`src/rtl/axis_frame_tx_if.sv`:
```
// AXI-Stream beat bundle shared by the frame transmitter's input and output streams.
// tlast is only meaningful on the master side; the slave side does not consume it.
interface axis_frame_tx_if #(
  parameter int DATA_WIDTH = 16,
  parameter int LANES      = 4
) ();
  logic [LANES*DATA_WIDTH-1:0] tdata;
  logic                        tvalid;
  logic                        tready;
  logic                        tlast;

  modport master (output tdata, tvalid, tlast, input tready);
  modport slave  (input tdata, tvalid, output tready);
endinterface

```
`src/rtl/axis_frame_tx.sv`:
```
// Frame transmitter: MAT_ROWS coefficient beats from a small RAM, then VEC_BEATS
// vector beats drained from a FIFO, tlast on the final vector beat.
module axis_frame_tx #(
  parameter int DATA_WIDTH = 16,
  parameter int LANES      = 4,
  parameter int MAT_ROWS   = 3,
  parameter int VEC_BEATS  = 12,
  parameter int FIFO_DEPTH = 16,
  localparam int NCOEF     = MAT_ROWS * LANES,
  localparam int ADDR_W    = (NCOEF > 1) ? $clog2(NCOEF) : 1
) (
  input  logic                  aclk,
  input  logic                  areset,
  input  logic                  coef_wr_en,
  input  logic [ADDR_W-1:0]     coef_wr_addr,
  input  logic [DATA_WIDTH-1:0] coef_wr_data,
  input  logic                  start,
  axis_frame_tx_if.slave        s00_axis,
  axis_frame_tx_if.master       m00_axis,
  output logic                  busy,
  output logic                  done,
  output logic                  coef_wr_err
);
  localparam int BEAT_W = LANES * DATA_WIDTH;
  localparam int ROW_W  = (MAT_ROWS > 1) ? $clog2(MAT_ROWS) : 1;
  localparam int VCNT_W = $clog2(VEC_BEATS + 1);
  localparam int PTR_W  = $clog2(FIFO_DEPTH);
  localparam logic [ADDR_W:0] NCOEF_V = (ADDR_W + 1)'(NCOEF);

  typedef enum logic [1:0] {IDLE, MAT, VEC, LAST_WAIT} state_t;

  state_t state_q, state_d;
  logic [ROW_W-1:0]  row_q, row_d;
  logic [VCNT_W-1:0] vcnt_q, vcnt_d, vcnt_base;
  logic              tvalid_q, tvalid_d, tlast_q, tlast_d;
  logic [BEAT_W-1:0] tdata_q, tdata_d;
  logic              hs, vec_try;

  assign busy = (state_q == MAT) || (state_q == VEC);
  assign done = (state_q == LAST_WAIT);

  // ---------------- coefficient RAM ----------------
  logic [NCOEF-1:0][DATA_WIDTH-1:0] coef_q;
  logic [MAT_ROWS-1:0][BEAT_W-1:0]  coef_row;

  for (genvar r = 0; r < MAT_ROWS; r++) begin : g_row
    assign coef_row[r] = coef_q[r*LANES +: LANES];
  end

  always_ff @(posedge aclk) begin
    if (areset) begin
      coef_q      <= '0;
      coef_wr_err <= 1'b0;
    end else if (coef_wr_en) begin
      if (busy)
        coef_wr_err <= 1'b1;
      else if ({1'b0, coef_wr_addr} < NCOEF_V)
        coef_q[coef_wr_addr] <= coef_wr_data;
    end
  end

  // ---------------- vector FIFO ----------------
  logic [BEAT_W-1:0] fifo_mem [FIFO_DEPTH];
  logic [PTR_W-1:0]  wr_ptr, rd_ptr;
  logic [PTR_W:0]    fifo_cnt;
  logic              s_ready, push, pop, fifo_empty;

  assign s_ready         = (fifo_cnt != (PTR_W + 1)'(FIFO_DEPTH));
  assign s00_axis.tready = s_ready;
  assign push            = s00_axis.tvalid && s_ready;
  assign fifo_empty      = (fifo_cnt == '0);

  always_ff @(posedge aclk) begin
    if (push) fifo_mem[wr_ptr] <= s00_axis.tdata;
  end

  always_ff @(posedge aclk) begin
    if (areset) begin
      wr_ptr   <= '0;
      rd_ptr   <= '0;
      fifo_cnt <= '0;
    end else begin
      if (push) wr_ptr <= wr_ptr + 1'b1;
      if (pop)  rd_ptr <= rd_ptr + 1'b1;
      case ({push, pop})
        2'b10:   fifo_cnt <= fifo_cnt + 1'b1;
        2'b01:   fifo_cnt <= fifo_cnt - 1'b1;
        default: fifo_cnt <= fifo_cnt;
      endcase
    end
  end

  // ---------------- frame FSM and output register ----------------
  assign hs = tvalid_q && m00_axis.tready;

  always_comb begin
    state_d   = state_q;
    row_d     = row_q;
    vcnt_d    = vcnt_q;
    tvalid_d  = tvalid_q;
    tlast_d   = tlast_q;
    tdata_d   = tdata_q;
    vcnt_base = vcnt_q;
    vec_try   = 1'b0;
    pop       = 1'b0;
    unique case (state_q)
      IDLE: if (start) begin
        state_d  = MAT;
        row_d    = '0;
        tvalid_d = 1'b1;
        tlast_d  = 1'b0;
        tdata_d  = coef_row[0];
      end
      MAT: if (hs) begin
        if (row_q == ROW_W'(MAT_ROWS - 1)) begin
          // last row leaves; try to load vector 0 in the same edge for full throughput
          state_d   = VEC;
          tvalid_d  = 1'b0;
          tlast_d   = 1'b0;
          vcnt_d    = '0;
          vcnt_base = '0;
          vec_try   = 1'b1;
        end else begin
          row_d   = row_q + 1'b1;
          tdata_d = coef_row[row_q + 1'b1];
        end
      end
      VEC: if (hs && tlast_q) begin
        state_d  = LAST_WAIT;
        tvalid_d = 1'b0;
        tlast_d  = 1'b0;
      end else begin
        if (hs) begin
          tvalid_d = 1'b0;
          tlast_d  = 1'b0;
        end
        // vcnt counts beats loaded, so nothing is popped once the tlast beat is held
        vec_try = (!tvalid_q || hs) && (vcnt_q != VCNT_W'(VEC_BEATS));
      end
      LAST_WAIT: state_d = IDLE;
      default:   state_d = IDLE;
    endcase
    if (vec_try && !fifo_empty) begin
      pop      = 1'b1;
      tvalid_d = 1'b1;
      tdata_d  = fifo_mem[rd_ptr];
      tlast_d  = (vcnt_base == VCNT_W'(VEC_BEATS - 1));
      vcnt_d   = vcnt_base + 1'b1;
    end
  end

  always_ff @(posedge aclk) begin
    if (areset) begin
      state_q  <= IDLE;
      row_q    <= '0;
      vcnt_q   <= '0;
      tvalid_q <= 1'b0;
      tlast_q  <= 1'b0;
      tdata_q  <= '0;
    end else begin
      state_q  <= state_d;
      row_q    <= row_d;
      vcnt_q   <= vcnt_d;
      tvalid_q <= tvalid_d;
      tlast_q  <= tlast_d;
      tdata_q  <= tdata_d;
    end
  end

  assign m00_axis.tvalid = tvalid_q;
  assign m00_axis.tlast  = tlast_q;
  assign m00_axis.tdata  = tdata_q;
endmodule
```
`src/flat_wrapper.sv`:
```
// flat-port wrapper written by rule: the top's interface ports become plain ports
module axis_frame_tx_flat 
#(
  parameter int DATA_WIDTH = 16,
  parameter int LANES      = 4,
  parameter int MAT_ROWS   = 3,
  parameter int VEC_BEATS  = 12,
  parameter int FIFO_DEPTH = 16,
  localparam int NCOEF     = MAT_ROWS * LANES,
  localparam int ADDR_W    = (NCOEF > 1) ? $clog2(NCOEF) : 1
)
  (aclk, areset, coef_wr_en, coef_wr_addr, coef_wr_data, start, busy, done, coef_wr_err, s00_axis_tdata, s00_axis_tvalid, s00_axis_tready, m00_axis_tdata, m00_axis_tvalid, m00_axis_tlast, m00_axis_tready);
  axis_frame_tx_if #(.DATA_WIDTH(DATA_WIDTH), .LANES(LANES)) s00_axis_i ();
  axis_frame_tx_if #(.DATA_WIDTH(DATA_WIDTH), .LANES(LANES)) m00_axis_i ();
  input  logic aclk;
  input  logic areset;
  input  logic coef_wr_en;
  input  logic [ADDR_W-1:0] coef_wr_addr;
  input  logic [DATA_WIDTH-1:0] coef_wr_data;
  input  logic start;
  output logic busy;
  output logic done;
  output logic coef_wr_err;
  input wire logic [$bits(s00_axis_i.tdata)-1:0] s00_axis_tdata;
  input wire logic [$bits(s00_axis_i.tvalid)-1:0] s00_axis_tvalid;
  output wire logic [$bits(s00_axis_i.tready)-1:0] s00_axis_tready;
  output wire logic [$bits(m00_axis_i.tdata)-1:0] m00_axis_tdata;
  output wire logic [$bits(m00_axis_i.tvalid)-1:0] m00_axis_tvalid;
  output wire logic [$bits(m00_axis_i.tlast)-1:0] m00_axis_tlast;
  input wire logic [$bits(m00_axis_i.tready)-1:0] m00_axis_tready;
  assign s00_axis_i.tdata = s00_axis_tdata;
  assign s00_axis_i.tvalid = s00_axis_tvalid;
  assign s00_axis_tready = s00_axis_i.tready;
  assign m00_axis_tdata = m00_axis_i.tdata;
  assign m00_axis_tvalid = m00_axis_i.tvalid;
  assign m00_axis_tlast = m00_axis_i.tlast;
  assign m00_axis_i.tready = m00_axis_tready;
  axis_frame_tx #(.DATA_WIDTH(DATA_WIDTH), .LANES(LANES), .MAT_ROWS(MAT_ROWS), .VEC_BEATS(VEC_BEATS), .FIFO_DEPTH(FIFO_DEPTH)) u_core (.aclk(aclk), .areset(areset), .coef_wr_en(coef_wr_en), .coef_wr_addr(coef_wr_addr), .coef_wr_data(coef_wr_data), .start(start), .s00_axis(s00_axis_i), .m00_axis(m00_axis_i), .busy(busy), .done(done), .coef_wr_err(coef_wr_err));
endmodule
```
`config.mk`:
```
export PLATFORM = sky130hd
export DESIGN_NAME = axis_frame_tx_flat
export DESIGN_NICKNAME = d
export VERILOG_FILES = /design/src/rtl/axis_frame_tx_if.sv /design/src/rtl/axis_frame_tx.sv /design/src/flat_wrapper.sv
export SDC_FILE = /design/constraint.sdc
export NUM_CORES = 2
export LEC_CHECK = 0
export CORE_MARGIN = 3
export CORE_UTILIZATION = 61
export CTS_CLUSTER_SIZE = 28
export DETAILED_ROUTE_END_ITERATION = 16
export GPL_ROUTABILITY_DRIVEN = 0
export PLACE_DENSITY_LB_ADDON = 0.3
export REMOVE_ABC_BUFFERS = 1
export SYNTH_ARGS = -nofsm -noshare
export SYNTH_HDL_FRONTEND = slang
export SYNTH_SLANG_ARGS = --single-unit
```
`constraint.sdc`:
```
create_clock -name aclk -period 7.2 [get_ports aclk]
set_clock_uncertainty 0.1 [all_clocks]
set_input_delay 0.72 -clock aclk [delete_from_list [all_inputs] [get_ports aclk]]
set_output_delay 0.72 -clock aclk [all_outputs]
set_load 0.005 [all_outputs]
```
==> impl_results.md <==
- Status: finished, final reports clean
- CP peak stage delay: ~1 ns
- Area growth syn-to-layout: 13.0%
- Max Freq: around 250 MHz
- DP HPWL: between 70000 and 80000 microns
- TritonCTS clock tree: yes
- Finished Layout Cells: ~4300
- Worst reg2reg path depth: 5
- RSZ-0062 raised after global routing: no
- Root buf cell: clkbuf_16
- Clk Latency, worst-skew pair: around 0.73 ns
- Max-cap violations: 0
- Initial DRC Count: between 4000 and 5000
- Routed met1 length: 48400 microns
- Kind of critical path: register to register
- Max-slew violations: 0
- Leak: approximately 18 nW
- Tightest Pin Transition: approximately 1.4 ns
- Vias: around 30000
- Main flop type after synthesis: edfxtp_1
- Number of synthesized register bits: about 1300
- Ys Warns: 0
- Async S/R FF share, synth: 0%
- GRT Total Usage: slightly below 30%
- Post-Synthesis Cell Area: 51100 sq um
- DR WL met2: roughly 60000 microns
- Final setup vio count: 0
- Number of fill cells: 4949
- Sequential element share of the synthesized area: 71.3%
- Yosys top cell by area: edfxtp_1
- Post-Syn Area per Cell: ~17 sq um
- Netlist cell types: between 50 and 60
- Crit path depth: 5
- CTS resizes: 0
- CTS buffer count: 130
- Number of port buffers: 159
- Dominant cells by area after synthesis: edfxtp_1, mux4_2, dfxtp_1
- Remaining antenna violation count after routing: 0
- Critical path's top delay family: simple AND/OR/NAND/NOR gates
- WP data arrival: around 4.2 ns
- Most frequent cell after synthesis: edfxtp_1
- Vias in the first global route: around 29000
- Post-layout min period: between 3 and 4 ns
- R2R Path Start: u_core.fifo_cnt[2]
- Post-synth top area share: 60.2%
- Setup crit start: u_core.fifo_cnt[2]
- Nets: about 3300
- Clock transition at path regs: about 0.06 ns
- GRT overflow: 0
- Hold_buf cts: 0
- Row Count: between 100 and 150
- Drt total wl: 128000 microns
- Worst path cell trace: nor4_1 -> a21boi_1 -> nand2_1 -> nor2_4 -> buf_4
- Area of the die: 87300 sq um
- Post-CTS Setup Inserts: 0
- CTS Buffer Depth: 3
- Initial Util: 61.9%
- First-pass GRT wire length: 190000 microns
- Critical path fanouts, max: 33
- Hold Crit Depth: 2
- Crit path capture type: register
- WL per Instance: just under 30 microns
- Clock Sink Count: ~1300
- Vias per cell: roughly 7
- Core region area: a little over 80000 sq um
- Power per cell area: approximately 290 nW/um^2
- Maximum vdd ir drop: 0.270 mV
- Die width: 295 microns
- Max Used Layer: met5
- H-tree depth: 4
- I/O Pins: 160
- Pin count of the biggest net entering global routing: 133
- Critical path's slowest cell: nor2_4
- Initial antenna violation count: 8
- CP required: 7.45 ns
- Hold_sp: areset
- Slew HR: between 7 and 8%
- Mapped Cells: between 3000 and 4000
- DRC errors left: 0
- CP Launch Type: register
- Hold Crit Class: primary input to register
- CP bufs+invs: 1
- DRT Pass-1 Iters: 10
- Die Ht: 295 microns
- Hold Violations, Final: 0
- Placed Instances: approximately 4000
- Core Util, Final: about 70%
- Share of cells above drive strength 1: around 18%
- Met3 WL: 15000 microns
- Number of synthesized flops with an enable pin: ~1000
- Final Cycle Share: 54.8%
- Synth top cells by count: edfxtp_1, nand2_1, dfxtp_1
-- registers in the layout (all words and copies together), names as in the netlist, named ones only --
register / cells
u_core.m00_axis.tvalid: 1
u_core.rd_ptr: 4
u_core.vcnt_q: 4
u_core.coef_q: 192
u_core.fifo_cnt: 5
u_core.fifo_mem: 1024
u_core.wr_ptr: 4
u_core.state_q: 2
u_core.coef_wr_err: 1
u_core.m00_axis.tdata: 64
u_core.m00_axis.tlast: 1
u_core.row_q: 2
-- path summary, 6_finish.rpt --
path         slack [ns]                       to
max                3.26  u_core.fifo_mem[13][63]
min                0.27       u_core.fifo_cnt[0]
max reg2reg        3.26  u_core.fifo_mem[13][63]
min reg2reg        0.36       u_core.coef_q[141]
-- cells by family (layout without fill, tap and decap cells) --
logic type               Yosys count  after routing  share of synthesized area, %
multiplexers                     456            456                          15.4
other                              0              4                             0
buffers and inverters            236            444                          2.01
XOR/XNOR                           9              9                         0.154
flip-flops                      1308           1308                          71.3
AO/OA/AOI/OAI                    466            466                          6.35
AND/OR/NAND/NOR                  564            564                          4.46
adder cells (fa/ha/maj)           14             14                         0.343
-- report_power, final --
| part | leakage (nW) | switching, mW | internal, mW |
|---|---|---|---|
| sequential | 11.5 | 0.112 | 8.30 |
| combinational | 4.71 | 1.06 | 0.511 |
| clock | 2.05 | 2.82 | 3.83 |
-- per-layer routing --
| metal | track usage, % | up-vias |
|---|---|---|
| met1 | 42.6 | 14973 |
| li1 | - | 12188 |
| met3 | 6.40 | 328 |
| met2 | 45.9 | 2045 |
| met5 | 0 | - |
| met4 | 10.8 | 2 |
-- per-stage QoR --
step	setup WS (ns)	TNS (ns)	instance area [sq um]	hold WS (ns)	power, mW
4_1_cts	3.29	0	57700	0.245	16.7
2_1_floorplan	-4.81	-307.78	50100	0.330	9.40
5_1_grt	3.09	0	57700	0.294	17.1
6_report	3.26	0	57700	0.266	16.6
3_3_place_gp	2.82	0	53500	0.341	10.0
3_5_place_dp	2.70	0	53500	0.346	10.1
-- layout make-up --
class / count / area (sq um) / share of cell area (%)
flip-flops and latches: 1308 / 36500 / 63.2
well taps: 1070 / 1340 / 2.32
repair buffers: 195 / 1910 / 3.32
diodes: 4 / 10.0 / 0.0173
inverters: 12 / 45.0 / 0.0781
multi-input cells: 1509 / 13800 / 23.9
clock inverters: 55 / 519 / 0.900
clock buffers: 182 / 3670 / 6.35
-- cells in the final DEF (no fill, tap or decap), types with 7 or more instances in the layout --
cell type	n
clkbuf_1	37
dfxtp_1	279
ha_1	13
mux2_2	67
a22o_1	64
o21a_1	49
a21oi_1	203
a221oi_1	16
clkdlybuf4s50_1	158
o22ai_1	49
mux4_2	256
a222oi_1	49
buf_4	32
nand2_1	328
mux2i_1	133
clkbuf_16	136
inv_1	11
o32ai_2	11
clkinv_2	16
nor2_1	167
clkinv_1	20
nor2b_1	7
clkbuf_8	9
edfxtp_1	1024
nor2_4	12
bufinv_16	7
No activity file was read; power rests on OpenSTA's default activity.
